==> src/rtl/expr_eval.sv <==
// Streaming ASCII expression recognizer/evaluator: multi-digit operands with +, -, * ('*' binds tighter).
// Define EXPR_EVAL_EN to build the evaluation datapath; otherwise value is tied to 0.
module expr_eval #(
  parameter int unsigned WIDTH      = 16,
  parameter int unsigned MAX_DIGITS = 4
) (
  input  logic             clk,
  input  logic             clr,
  input  logic [7:0]       in,
  input  logic             in_valid,
  output logic             out,
  output logic             err,
  output logic [WIDTH-1:0] value
);

  localparam int unsigned CW = $clog2(MAX_DIGITS + 1);

  typedef enum logic [1:0] {S_IDLE, S_NUM, S_OP, S_ERR} state_e;

  state_e          state_q, state_d;
  logic [CW-1:0]   dcnt_q, dcnt_d;
  logic            out_q, err_q;
  logic            is_digit, is_op;

  assign is_digit = (in >= 8'h30) && (in <= 8'h39);
  assign is_op    = (in == 8'h2B) || (in == 8'h2D) || (in == 8'h2A);

  // Recognizer: next state and digit count.
  always_comb begin
    state_d = state_q;
    dcnt_d  = dcnt_q;
    if (in_valid) begin
      case (state_q)
        S_IDLE, S_OP: begin
          if (is_digit) begin
            state_d = S_NUM;
            dcnt_d  = CW'(1);
          end else begin
            state_d = S_ERR;
          end
        end
        S_NUM: begin
          if (is_digit) begin
            if (dcnt_q == CW'(MAX_DIGITS)) begin
              state_d = S_ERR;
            end else begin
              dcnt_d = dcnt_q + CW'(1);
            end
          end else if (is_op) begin
            state_d = S_OP;
            dcnt_d  = '0;
          end else begin
            state_d = S_ERR;
          end
        end
        default: state_d = S_ERR;
      endcase
    end
  end

  always_ff @(posedge clk or posedge clr) begin
    if (clr) begin
      state_q <= S_IDLE;
      dcnt_q  <= '0;
      out_q   <= 1'b0;
      err_q   <= 1'b0;
    end else begin
      state_q <= state_d;
      dcnt_q  <= dcnt_d;
      out_q   <= (state_d == S_NUM);
      err_q   <= (state_d == S_ERR);
    end
  end

  assign out = out_q;
  assign err = err_q;

`ifdef EXPR_EVAL_EN
  logic [WIDTH-1:0] sum_q, sum_d, prod_q, prod_d, num_q, num_d, value_q, value_d;
  logic [WIDTH-1:0] mul_pn, term_d;
  logic             neg_q, neg_d, upd;

  // Registers freeze on the edge that enters ERR and afterwards.
  assign upd = in_valid && (state_d != S_ERR);

  always_comb begin
    sum_d  = sum_q;
    prod_d = prod_q;
    num_d  = num_q;
    neg_d  = neg_q;
    mul_pn = prod_q * num_q;
    if (is_digit) begin
      num_d = num_q * WIDTH'(10) + WIDTH'(in[3:0]);
    end else if (in == 8'h2A) begin
      prod_d = mul_pn;
      num_d  = '0;
    end else begin
      sum_d  = neg_q ? (sum_q - mul_pn) : (sum_q + mul_pn);
      prod_d = WIDTH'(1);
      num_d  = '0;
      neg_d  = (in == 8'h2D);
    end
    term_d  = prod_d * num_d;
    value_d = neg_d ? (sum_d - term_d) : (sum_d + term_d);
  end

  always_ff @(posedge clk or posedge clr) begin
    if (clr) begin
      sum_q   <= '0;
      prod_q  <= WIDTH'(1);
      num_q   <= '0;
      neg_q   <= 1'b0;
      value_q <= '0;
    end else if (upd) begin
      sum_q   <= sum_d;
      prod_q  <= prod_d;
      num_q   <= num_d;
      neg_q   <= neg_d;
      value_q <= value_d;
    end
  end

  assign value = value_q;
`else
  assign value = '0;
`endif

endmodule

==> config.mk <==
export PLATFORM = sky130hd
export DESIGN_NAME = expr_eval
export DESIGN_NICKNAME = d
export VERILOG_FILES = /design/src/rtl/expr_eval.sv
export SDC_FILE = /design/constraint.sdc
export NUM_CORES = 1
export LEC_CHECK = 0
export ABC_AREA = 1
export BUFFER_PORTS_ARGS = -buffer_cell sky130_fd_sc_hd__buf_4
export CORE_MARGIN = 2
export CORE_UTILIZATION = 41
export DETAILED_ROUTE_END_ITERATION = 8
export GPL_ROUTABILITY_DRIVEN = 0
export PLACE_DENSITY = 0.79
export SETUP_SLACK_MARGIN = 0.4
export SLEW_MARGIN = 20
export SYNTH_ARGS = -nofsm -noshare
export SYNTH_HDL_FRONTEND = slang
export SYNTH_SLANG_ARGS = --single-unit
==> constraint.sdc <==
create_clock -name clk -period 1.1 [get_ports clk]
set_input_delay 0.055 -clock clk [delete_from_list [all_inputs] [get_ports clk]]
set_output_delay 0.055 -clock clk [all_outputs]
set_load 0.02 [all_outputs]
==> results of run 1 <==
[cell families (layout without fill, tap and decap cells)]
kind of cell             count (synthesis)  count (layout)
flip-flops                               7               7
AO/OA/AOI/OAI                            3               3
buffers and inverters                   33              42
other                                    1              16
AND/OR/NAND/NOR                         49              49
adder cells (fa/ha/maj)                  2               2
[path summary, 6_finish.rpt]
path                                start    endpoint  slack (ns)  cells past startpoint
worst max-delay path            dcnt_q[1]   dcnt_q[0]       -0.15                     10
worst min-delay path             in_valid  state_q[1]        0.06                      3
worst max register to register  dcnt_q[1]   dcnt_q[0]       -0.15                     10
worst min register to register  dcnt_q[2]   dcnt_q[2]        0.55                      2
max in group asynchronous             clr  state_q[0]        0.61                      3
min in group asynchronous             clr   dcnt_q[2]        0.27                      3
[per-layer routing]
| metal | share of wire [%] | up-vias | routed length [µm] | track usage [%] |
|---|---|---|---|---|
| li1 | - | 294 | - | - |
| met1 | 41 | 251 | 509 | 15.0 |
| met2 | 52 | 22 | 644 | 22.9 |
| met3 | 6.2 | 2 | 78 | 6.12 |
| met4 | 1.4 | 0 | 18 | 7.27 |
| met5 | 0 | - | 0 | 0 |
[cell type report]
class / count / share of cell area [%]
clock buffer: 4 / 3.13
inverter: 17 / 7.60
multi-input combinational: 70 / 46.1
sequential: 7 / 20.9
tap: 16 / 2.38
timing repair buffer: 21 / 20.0
[cells in the final DEF, fill, tap and decap left out]
cell type and count:
sky130_fd_sc_hd__conb_1 16, sky130_fd_sc_hd__nand2_2 7, sky130_fd_sc_hd__nor2_4 5, sky130_fd_sc_hd__nor2_2 3, sky130_fd_sc_hd__nor2_1 11, sky130_fd_sc_hd__nand2_1 14, sky130_fd_sc_hd__ha_2 1, sky130_fd_sc_hd__dfrtp_1 7
sky130_fd_sc_hd__ha_1 1, sky130_fd_sc_hd__clkbuf_1 1, sky130_fd_sc_hd__nand2_4 3, sky130_fd_sc_hd__buf_4 18, sky130_fd_sc_hd__o21ai_2 2, sky130_fd_sc_hd__inv_2 5, sky130_fd_sc_hd__o21ai_0 1, sky130_fd_sc_hd__clkinv_1 1
sky130_fd_sc_hd__clkbuf_4 3, sky130_fd_sc_hd__buf_6 2, sky130_fd_sc_hd__nand3_1 6, sky130_fd_sc_hd__inv_1 11, sky130_fd_sc_hd__dlygate4sd3_1 1
[worst register-to-register path, cell delays in order (launching register included)]
cell	delay (ns)
sky130_fd_sc_hd__dfrtp_1	0.37
sky130_fd_sc_hd__inv_1	0.06
sky130_fd_sc_hd__ha_2	0.17
sky130_fd_sc_hd__nand2_1	0.07
sky130_fd_sc_hd__nor2_1	0.04
sky130_fd_sc_hd__nor2_1	0.10
sky130_fd_sc_hd__nand2_2	0.09
sky130_fd_sc_hd__nand2_4	0.09
sky130_fd_sc_hd__nand2_4	0.06
sky130_fd_sc_hd__nand2_1	0.06
sky130_fd_sc_hd__nand2_1	0.05
[synthesized netlist by cell type, drive strengths merged]
cell type / number / area (µm²)
nor2: 19 / 114
dfrtp: 7 / 175
ha: 2 / 25.0
inv: 16 / 60.1
nand3: 6 / 30.0
nand2: 24 / 118
buf: 16 / 120
conb: 1 / 3.75
clkinv: 1 / 3.75
o21ai: 3 / 22.5
[repair_timing]
| action | in CTS | in global routing |
|---|---|---|
| pin swaps | 6 | 4 |
| setup buffers | 1 | 4 |
| hold buffers | 1 | 0 |
| endpoints found under the hold margin | 7 | 0 |
| setup endpoints to repair | 9 | 9 |
| gates resized for setup | 4 | 2 |
[state kept, by name, indices dropped and copies added (netlist names)]
name / count
dcnt_q: 3
out: 1
state_q: 2
err: 1
[power by group]
part	total (mW)	internal (mW)	switching (mW)	leakage, nW
sequential	0.270	0.264	0.00591	0.0798
combinational	0.168	0.0611	0.107	0.359
clock	0.244	0.139	0.105	0.0150
total	0.683	0.465	0.218	0.454
[metrics by stage]
step                      utilization, %  hold WS (ns)
final                               55.1        0.0579
after global routing                55.1        0.0609
after CTS                           52.8        0.0522
after detailed placement            48.9       0.00627
after global placement              48.9      0.000316
after floorplan                        -        -0.142
==> results.txt, run 1 <==
The number of hold-slack violations in the final timing report came out at 0. The data arrival time at the worst-slack endpoint is 1.41 ns. The post-synth design cell area is approximately 670 µm². The count of pins on the block boundary is 29.

The share of layout cells above drive strength 1 is 41.2%. The signal on the critical path passes through inv_1 > ha_2 > nand2_1 > nor2_1 > nor2_1 > nand2_2 > nand2_4 > nand2_4 > nand2_1 > nand2_1. The total number of nets in the final design is 133. The share of the synthesized area in compound gates (AO/OA/AOI/OAI) is 3.35%. On the worst path, the slowest cell contributes a delay of about 0.37 ns. The total clock sinks is 7.

Synthesis instantiated 16 different standard cells from the library. Measured along the y axis, the die boundary spans ~44 µm. The footprint of the multi-input gates came out at just under 400 µm². The number of antenna violations at the first check in global routing was 0. Setup violations remaining at the end of the flow were counted as 6. The placed standard-cell area came out at ~750 µm². The maximum clock path buffer count came out at 2. The number of placed cells counting well taps came out at around 130.

The largest vdd supply drop came out at 597 µV. The power per unit of standard cell area came out at 813 nW/µm². The final critical path takes up 114% of the cycle.

In the final routed layout, each cell accounts on average for 9.26 µm. The via count of the first global-routing pass is 493. The multiplexer share of the synthesized area came out at 0%.

In this run the clock root is driven by a sky130_fd_sc_hd__clkbuf_4. The detail route stage leaves a number of antenna-violating nets equal to 0. The count of vias placed by the detailed router is 569. For this run, design rule violations remaining after detail routing come to 0.

Before antenna repair, the detailed router went through 4 iterations. The final-layout fill cell count came out at around 140. STA classifies the critical path endpoint as a flop. The worst setup path is launched from a flop. Of all nets on the critical path, the largest fanout is 4. The remaining global-route overflow came out at 0. The horizontal die dimension came out at 44.5 µm. Setup repair after global routing could not meet its margin everywhere.

The final max-slew violation count came out at 0. The sum of buffers and inverters on the critical path came out at 1. The run finished, with violations left.

The number of design-rule violations left by the first detailed-router iteration came out at 5. The maximum clock frequency is 798 MHz. The half-perimeter wire length of the detailed placement result is 962 µm.

The most repeated library cell on the critical path is sky130_fd_sc_hd__nand2_1. In the post-route analysis, the smallest setup slack over all paths is -0.153 ns. The path category of the worst min-delay check is input port to flop.

The post-synthesis to final-layout area growth came out at 25.0%. For this run, the number of Yosys warnings is 0. The number of max-cap violations came out at 0. The total number of H-tree levels came out at 1. The cell count after synthesis is 95. The slowest stage of the critical path belongs to the cell sky130_fd_sc_hd__dfrtp_1. The effective utilization at floorplan is ~44%.

The number of antenna cells inserted came out at 0. After synthesis, the largest family of logic cells by area is simple AND/OR/NAND/NOR gates. The initialized floorplan defines 14 standard-cell rows.

Global routing used around 14% of the available tracks. Summed over all cells, the static leakage comes to 0.454 nW. The required time of the worst setup path came out at 1.26 ns. Summed over all layers, the routed wires come to 1250 µm. The clock reaches the later pin of the worst-skew pair after between 0.2 and 0.3 ns. Broken down by cell family, the worst path's largest delay share belongs to simple AND/OR/NAND/NOR gates. The final cell count without fillers came out at 135. The clock slew at the register clock pins of the worst setup and hold paths came out at 0.05 ns. The area of the core is 1520 µm².

The post-synthesis share of cell area spent on xor and xnor gates came out at 0%. The count of input and output buffers is 12. The portion of the post-synthesis area used by sequential elements is 26.1%. The maximum number of pins on one net before global-route repair came out at 8. The final clock skew is between 0.006 and 0.007 ns.

The area of all placed cells without fillers is around 840 µm². The first global-routing pass estimated ~1900 µm of wire. Across the whole layout, storage elements account for 175 µm². The clock buffer count from CTS is 3. The average vias per placed instance came out at 4.21. The final total negative setup slack came out at -0.639 ns. The simple-gate portion of the synthesized area came out at 38.9%.

The mean cell area of the mapped netlist came out at 7.07 µm². The final reports fail on setup timing. The worst setup slack after placement came out at -0.178 ns. The post-synthesis sequential element count is 7. By startpoint and endpoint, the worst setup path is classified as flop to flop. The shortest period the worst path allows is ~1.3 ns. The total die area is 1980 µm². The total power after layout came out at 0.683 mW. TritonCTS built the clock tree.

The adder and majority cell fraction of the synthesized area is under 10%.
Power figures use the tool's default switching activity.
==> run 2, diff against run 1 <==
--- a/config.mk
+++ b/config.mk
@@ -8,10 +8,10 @@
 export ABC_AREA = 1
 export BUFFER_PORTS_ARGS = -buffer_cell sky130_fd_sc_hd__buf_4
 export CORE_MARGIN = 2
-export CORE_UTILIZATION = 41
+export CORE_UTILIZATION = 45
 export DETAILED_ROUTE_END_ITERATION = 8
 export GPL_ROUTABILITY_DRIVEN = 0
-export PLACE_DENSITY = 0.79
+export PLACE_DENSITY = 0.82
 export SETUP_SLACK_MARGIN = 0.4
 export SLEW_MARGIN = 20
 export SYNTH_ARGS = -nofsm -noshare
==> constraint.sdc (replaced) <==
create_clock -name clk -period 1.6 [get_ports clk]
set_input_delay 0.08 -clock clk [delete_from_list [all_inputs] [get_ports clk]]
set_output_delay 0.08 -clock clk [all_outputs]
set_load 0.02 [all_outputs]
==> run 2 against run 1 <==
  * The run now ends clean
  * Final cell count down 5.2%
  * Total power fell by 33%
  * Clock power down 39%
  * Clock-buffer cell count unchanged
  * First-iteration DRC count rose by 80%
  * Critical path depth did not move
  * Die area fell by 8.1%
  * Flip-flop and latch count is the same
  * Combinational power decreased by 29%
  * Sequential share of layout area up 0.81 points
==> results.txt, run 2 (synthesized netlist as in run 1, its figures left out) <==
In this run the critical register-to-register path is captured at dcnt_q[0]. The startpoint of the lowest-slack hold path is in_valid. Walking the worst path, the cells encountered are inv_2 > ha_4 > nand2_2 > nor2_2 > nor2_1 > nand2_2 > nand2_4 > nand2_4 > nand2_2 > nand2_1. The worst setup path is launched from a flop. Clock tree synthesis selected as its root buffer the cell sky130_fd_sc_hd__clkbuf_4. The remaining global-route overflow is 0.

The total number of placement rows is 13. The worst register-to-register path has a setup slack of 0.28 ns. TritonCTS built the clock tree. The maximum fanout count along the critical path is 4. Dividing the detail-routed wire length by the instance count gives about 8.5 µm.

The global routing usage summed across all routing layers came out at 13.0%. The half-perimeter wire length of the detailed placement result is roughly 800 µm. For this run, design rule violations remaining after detail routing come to 0.

The shortest period the worst path allows came out at 1.32 ns. The number of max-cap violations is 0. The later pin in the worst-skew pair is clocked with a latency of around 0.24 ns. The number of antenna violations at the first check in global routing was 0. The most numerous cell type found on the critical path is sky130_fd_sc_hd__nand2_2. The final clock skew is 0.00321 ns. The most common cell after layout, fill and taps aside is sky130_fd_sc_hd__conb_1. The area of all placed cells without fillers is 808 µm².

The final max-slew violation count is 0. 0 antenna diodes ended up in the layout. The placed instances occupy a cell area of 717 µm².

CTS saw 7 sinks. The area of the core came out at between 1000 and 1500 µm². The total die area is 1820 µm². The via count of the first global-routing pass was a little under 500.

The number of placed cells counting well taps came out at between 100 and 150. The horizontal die dimension is 42.6 µm. The path category of the worst min-delay check is input port to flop. The maximum clock frequency came out at ~760 MHz. The average vias per placed instance came out at around 4.2. Pin placement for this block handled 29 I/O pins. In the final timing run, aggregate negative setup slack is 0 ns. The first-pass detailed-route iteration total came out at 4. The depth of the critical timing path with buffers and inverters included came out at 10. The end point of the worst hold path is state_q[1].

In this run the critical register-to-register path is launched from dcnt_q[0]. The number of nets with antenna violations after detailed routing is 0. The final cell count without fillers came out at 128.

The data arrival time at the worst-slack endpoint is about 1.4 ns. The clock slew at the register clock pins of the worst setup and hold paths came out at 0.05 ns. The total number of nets in the final design came out at approximately 130. Setup violations remaining at the end of the flow were counted as 0. The number of hold-slack violations in the final timing report is 0.

The register with the most flip-flops in the layout has 3 of them. For the worst flop-to-flop path, the logic depth is 10. The clock buffer count from CTS is 3. The die extent in y is 42.6 µm. The total wire length after detailed routing came out at 1090 µm. The top cell types in the final layout, fill and taps aside, are sky130_fd_sc_hd__conb_1 (16), sky130_fd_sc_hd__buf_4 (14), sky130_fd_sc_hd__nand2_1 (13). The final route contains 536 vias.

The post-synthesis to final-layout area growth came out at 20.3%. The delay of the slowest cell on the worst path came out at around 0.39 ns. The cell type of the slowest stage on the worst timing path is sky130_fd_sc_hd__dfrtp_1. The share of layout cells above drive strength 1 is 42.5%.

In this run the number of H-tree levels came out at 1. Power spread over the standard cell area amounts to 565 nW/µm². On the critical path the largest part of the delay comes from simple AND/OR/NAND/NOR gates. The largest registers in the layout are dcnt_q x3, state_q x2.

After layout, the worst path uses roughly 82% of the clock period. Counting both buffers and inverters, the worst setup path holds a total of 1. The hold slack is roughly 0.095 ns. The worst setup path is captured at a flop. Entering global routing, the biggest net connects 8 pins. The global-route wire length before repair came out at around 1800 µm.

The maximum clock path buffer count came out at 2. The flow ran to the end, and the final reports show no timing, DRC or antenna violations. The effective utilization at floorplan is between 40% and 50%. Across the VDD grid, the largest voltage drop is 392 µV. The count of input and output buffers is 12.

The setup path with the least slack is of type flop to flop. Setup repair after global routing could not meet its margin everywhere. The static leakage power came out at 0.423 nW. The first routing iteration left 9 violations. The worst hold path was traced through 3 stages. STA puts the critical path data required time at 1.73 ns. Ranked by flip-flop count, first place goes to dcnt_q.
run 2: area by class of cell:
class / instances / area, µm²
Timing Repair Buffer: 15 / 115
Tap cell: 15 / 18.8
Sequential cell: 7 / 175
Fill cell: 115 / 542
Clock buffer: 4 / 26.3
Inverter: 17 / 63.8
Multi-Input combinational cell: 70 / 409
run 2: worst min-delay path, cell delays in order:
cell	delay, ns
sky130_fd_sc_hd__buf_4	0.10
sky130_fd_sc_hd__o21ai_2	0.06
sky130_fd_sc_hd__inv_2	0.06
run 2: timing repair:
item                                    in CTS  in global routing
setup buffers                                1                  1
hold buffers                                 1                  0
hold endpoints to repair                     7                  0
pin swaps                                    6                  8
resized for setup                            1                 11
endpoints found under the setup margin       6                  6
run 2: worst max path at each step:
| stage | from | endpoint | slack [ns] |
|---|---|---|---|
| after CTS | dcnt_q[1] | dcnt_q[2] | 0.32 |
| after floorplan | dcnt_q[0] | dcnt_q[0] | 0.41 |
| final | dcnt_q[0] | dcnt_q[0] | 0.28 |
| after global routing | dcnt_q[0] | dcnt_q[2] | 0.22 |
| after detailed placement | dcnt_q[0] | dcnt_q[2] | 0.30 |
| after global placement | dcnt_q[0] | dcnt_q[2] | 0.33 |
run 2: layer usage:
| metal | track usage, % | vias up | share of wire [%] |
|---|---|---|---|
| li1 | - | 283 | - |
| met1 | 13.8 | 236 | 40 |
| met2 | 23.6 | 17 | 54 |
| met3 | 5.17 | 0 | 6.1 |
| met4 | 3.13 | 0 | 0 |
| met5 | 0 | - | 0 |
run 2: stage by stage:
step                      total power, mW  setup slack (ns)  util (%)
after floorplan                     0.286             0.411         -
after global routing                0.492             0.223      59.9
final                               0.457             0.283      59.9
after CTS                           0.450             0.323      56.5
after detailed placement            0.286             0.305      53.1
after global placement              0.285             0.325      53.1
run 2: power breakdown:
part / internal [mW] / leakage (nW) / switching (mW) / total (mW)
Clock: 0.0945 / 0.0150 / 0.0556 / 0.150
Sequential: 0.182 / 0.0798 / 0.00495 / 0.187
Combinational: 0.0426 / 0.328 / 0.0769 / 0.120
==> run 3, diff against run 2 <==
--- a/config.mk
+++ b/config.mk
@@ -5,10 +5,10 @@
 export SDC_FILE = /design/constraint.sdc
 export NUM_CORES = 1
 export LEC_CHECK = 0
-export ABC_AREA = 1
+export ABC_AREA = 0
 export BUFFER_PORTS_ARGS = -buffer_cell sky130_fd_sc_hd__buf_4
 export CORE_MARGIN = 2
-export CORE_UTILIZATION = 45
+export CORE_UTILIZATION = 43
 export DETAILED_ROUTE_END_ITERATION = 8
 export GPL_ROUTABILITY_DRIVEN = 0
 export PLACE_DENSITY = 0.82
==> constraint.sdc (replaced) <==
create_clock -name clk -period 1.3 [get_ports clk]
set_input_delay 0.065 -clock clk [delete_from_list [all_inputs] [get_ports clk]]
set_output_delay 0.065 -clock clk [all_outputs]
set_load 0.02 [all_outputs]
==> run 3 against run 2 <==
  * The flow now finishes with violations (setup timing)
  * Clock skew rose by 0.0021 ns
  * Register-to-register slack got worse by 0.37 ns
  * Utilization rose by 1.2 points
  * Worst hold slack improved by 0.073 ns
  * Die area fell by 9.2%
  * Combinational power fell by 20%
  * Largest cell class unchanged
==> results.txt, run 3 <==
The flow ran to the end, but the final reports show violations. The final reports fail on setup timing. The number of placed cells counting well taps came out at 92. At the worst endpoint, the required time is 1.44 ns. Summed over all cells, the static leakage comes to ~0.39 nW. By area the synthesized netlist is led by sky130_fd_sc_hd__dfrtp_1 (30%), sky130_fd_sc_hd__buf_4 (21%), sky130_fd_sc_hd__a2111oi_4 (4.8%), sky130_fd_sc_hd__ha_1 (4.3%), sky130_fd_sc_hd__o2111a_1 (3.9%). STA classifies the critical path startpoint as a flop. The clock buffer count from CTS is 3.

The most used flip-flop cell after synthesis is sky130_fd_sc_hd__dfrtp_1. The worst hold path begins at in_valid. The library cell used most frequently in the layout, excluding fill and tap cells, is sky130_fd_sc_hd__buf_4. The synthesized design devotes to its leading area cell type between 30% and 40% of total area. The depth of the most critical reg-to-reg path is 6. The mean routed wirelength per cell came out at 12.4 µm. The footprint of the multi-input gates came out at 379 µm².

The final total negative setup slack came out at -0.235 ns. Using the TritonRoute via totals, the vias-per-cell ratio works out to about 4.7. The footprint of the flip-flops and latches is between 150 and 200 µm². The shortest period the worst path allows came out at roughly 1.4 ns. The share of power burned in the clock network came out at 38.6%. Synthesis produced 60 cells. The number of antenna violations at the first check in global routing is 0. The first TritonRoute pass finished after 3 iterations. The portion of the post-synthesis area used by sequential elements came out at approximately 30%. The worst register-to-register path ends at dcnt_q[2]. The switching part of the total power came out at 28.7%. The setup slack on the worst flop-to-flop path came out at -0.09 ns. The mean cell area of the mapped netlist is 9.61 µm².

Of all nets on the critical path, the largest fanout is 4. Measured along the x axis, the die boundary spans 40.6 µm. The placed standard-cell area is slightly below 700 µm².

Power spread over the standard cell area amounts to 663 nW/µm². The number of instances on the worst hold path is 3. The worst hold path belongs to the class input port to flop.

The Yosys warning count came out at 0. The most common cell in the synthesized netlist is sky130_fd_sc_hd__buf_4. Across the VDD grid, the largest voltage drop is ~540 µV. In this run, flip-flops and latches consume 42.6% of the power. Setup violations remaining at the end of the flow were counted as 5. The number of max-cap violations is 0. The number of enable flip-flop cells after synthesis is 0. The library cells used most frequently in the layout, excluding fill and tap cells, are sky130_fd_sc_hd__buf_4 (20), sky130_fd_sc_hd__conb_1 (16), sky130_fd_sc_hd__dfrtp_1 (7). Entering global routing, the biggest net connects 9 pins.

The total number of H-tree levels is 1. The biggest area contributor in the post-synthesis netlist is sky130_fd_sc_hd__dfrtp_1. The nature of the critical path endpoint is a flop. The total die area came out at 1650 µm².

The fraction of power consumed by combinational cells came out at 18.7%. The number of nets with antenna violations after detailed routing came out at 0. The total clock sinks is 7.

Setup repair after global routing could not meet its margin everywhere. Of the cells placed in the final design, the portion with a size suffix greater than 1 is 52.4%. The effective utilization at floorplan came out at 45.5%. The post-synthesis to final-layout area growth is 34.3%. Internal power comes to 0.366 mW. The global-route wire length before repair came out at 1820 µm. The share of synthesized flip-flops with an asynchronous set or reset is 100%.

In the final design database the tool counted 98 nets. The register with the most flip-flops in the final layout is dcnt_q. The TritonCTS clock tree is done. The number of hold-slack violations in the final timing report came out at 0. Summing every instance area after synthesis gives between 500 and 600 µm². The maximum clock path buffer count came out at 2. The core region is 1270 µm². The post-route fraction of the period consumed by the critical path is 107%. For this run, the number of standard cells in the final layout without fillers is 99.

After clock tree synthesis, the clock-pin slew on the worst setup and hold paths is 0.05 ns. The final route contains 462 vias. The maximum clock frequency is a little over 700 MHz. In this run the tool buffered the top-level ports with 12 buffer cells. Row generation in the floorplan step produced 13 rows. In this run the count of I/O pins placed on the die edge is 29.

The final max-slew violation count is 0. The total DRC errors in the routed layout is 0. The area of all placed cells without fillers is about 770 µm². The startpoint identified for the worst register-to-register timing path is dcnt_q[0]. The flip-flop count of the largest register, all copies and words added is 3. The largest registers in the layout are dcnt_q x3, state_q x2. For the final database, setup skew stands at 0.00526 ns. The remaining global-route overflow is 0. Across every metal layer, demand over resource in global routing totals 17.9%. The root buffer cell chosen for the clock tree is sky130_fd_sc_hd__clkbuf_4. In the synthesized netlist, the cells that appear most often are sky130_fd_sc_hd__buf_4 (16), sky130_fd_sc_hd__dfrtp_1 (7), sky130_fd_sc_hd__inv_1 (4), sky130_fd_sc_hd__nor2_1 (4), sky130_fd_sc_hd__nand2_1 (3). The via count of the first global-routing pass came out at between 400 and 500. The final-layout fill cell count came out at about 110. The die extent in y came out at 40.6 µm. The number of distinct library cell variants in the gate-level netlist after synthesis came out at 26. Detailed placement ended at an HPWL of just under 900 µm. The number of antenna cells inserted came out at 0.

The worst hold path terminates at dcnt_q[0]. The final layout contains routed wiring with a total length of around 1200 µm. After synthesis the netlist holds a flip-flop and latch count of 7.

The power dissipated by switching net loads came out at 0.148 mW. The worst path setup slack after routing is -0.0908 ns. The critical path is of the flop to flop type. The post-route core utilization came out at between 60% and 70%. The number of design-rule violations left by the first detailed-router iteration came out at 6.

The data arrival time at the worst-slack endpoint came out at 1.53 ns. The worst setup slack after placement is -0.103 ns. The clock latency reported for the late side of the worst-skew pair came out at 0.25 ns.
## run 3: cell count changes after synthesis, sizes merged, moves of 3 or more
cell   before  now
a21oi       0    3
inv        16    4
nand2      24    3
nand3       6    1
nor2       19    4
## run 3: what timing repair did
action / CTS / global route
setup endpoints to repair: 7 / 7
setup buffers: 2 / 0
gates resized for setup: 6 / 2
endpoints found under the hold margin: 7 / 0
pin swaps: 6 / 2
hold buffers: 1 / 0
## run 3: power groups by stage
stage / combinational (mW) / clock [mW] / sequential, mW
5_1_grt: 0.105 / 0.218 / 0.219
4_1_cts: 0.0950 / 0.209 / 0.219
3_5_place_dp: 0.0910 / 0 / 0.223
3_3_place_gp: 0.0900 / 0 / 0.223
6_report: 0.0961 / 0.199 / 0.219
2_1_floorplan: 0.0930 / 0 / 0.223
## run 3: final cells by class
class                           instances  share of cell area, %
Clock buffer                            4                   3.39
Inverter                                4                   1.94
Multi-Input combinational cell         48                   48.9
Sequential cell                         7                   22.6
Tap cell                               15                   2.42
Timing Repair Buffer                   21                   20.7
## run 3: worst max-delay path by stage
stage	from	end	slack, ns
global placement	dcnt_q[0]	dcnt_q[1]	-0.05
finish	dcnt_q[0]	dcnt_q[2]	-0.09
CTS	dcnt_q[0]	dcnt_q[2]	-0.07
floorplan	dcnt_q[1]	dcnt_q[1]	-0.05
global route	dcnt_q[0]	dcnt_q[2]	-0.12
detailed placement	dcnt_q[0]	dcnt_q[1]	-0.10
## run 3: critical path, stage by stage, from the launching register on
cell,delay (ns)
sky130_fd_sc_hd__dfrtp_1,0.39
sky130_fd_sc_hd__inv_2,0.08
sky130_fd_sc_hd__ha_4,0.12
sky130_fd_sc_hd__a21oi_2,0.04
sky130_fd_sc_hd__o2111a_2,0.30
sky130_fd_sc_hd__o2111a_1,0.16
sky130_fd_sc_hd__a21o_2,0.19
## run 3: through the flow
stage | power, mW | hold slack, ns
after floorplan | 0.316 | -0.132
after global placement | 0.313 | 0.0183
after detailed placement | 0.314 | 0.0189
after CTS | 0.523 | 0.150
after global routing | 0.541 | 0.170
final | 0.514 | 0.168
## run 3: per-layer routing
metal	GRT usage (%)	wire, µm	vias to the layer above	share of wire, %
met3	2.17	92	4	7.5
li1	-	-	223	-
met2	31.7	652	22	53
met5	0	0	-	0
met1	17.5	453	213	37
met4	17.5	24	0	2.0
## run 3: kinds of logic (layout without fill, tap and decap cells)
family / after synthesis / in the layout / synth area share, %
flip-flops: 7 / 7 / 30.4
buffers and inverters: 20 / 29 / 23.4
AND/OR/NAND/NOR: 19 / 19 / 20.6
other: 1 / 16 / 0.650
adder cells (fa/ha/maj): 2 / 2 / 4.34
AO/OA/AOI/OAI: 11 / 11 / 20.6
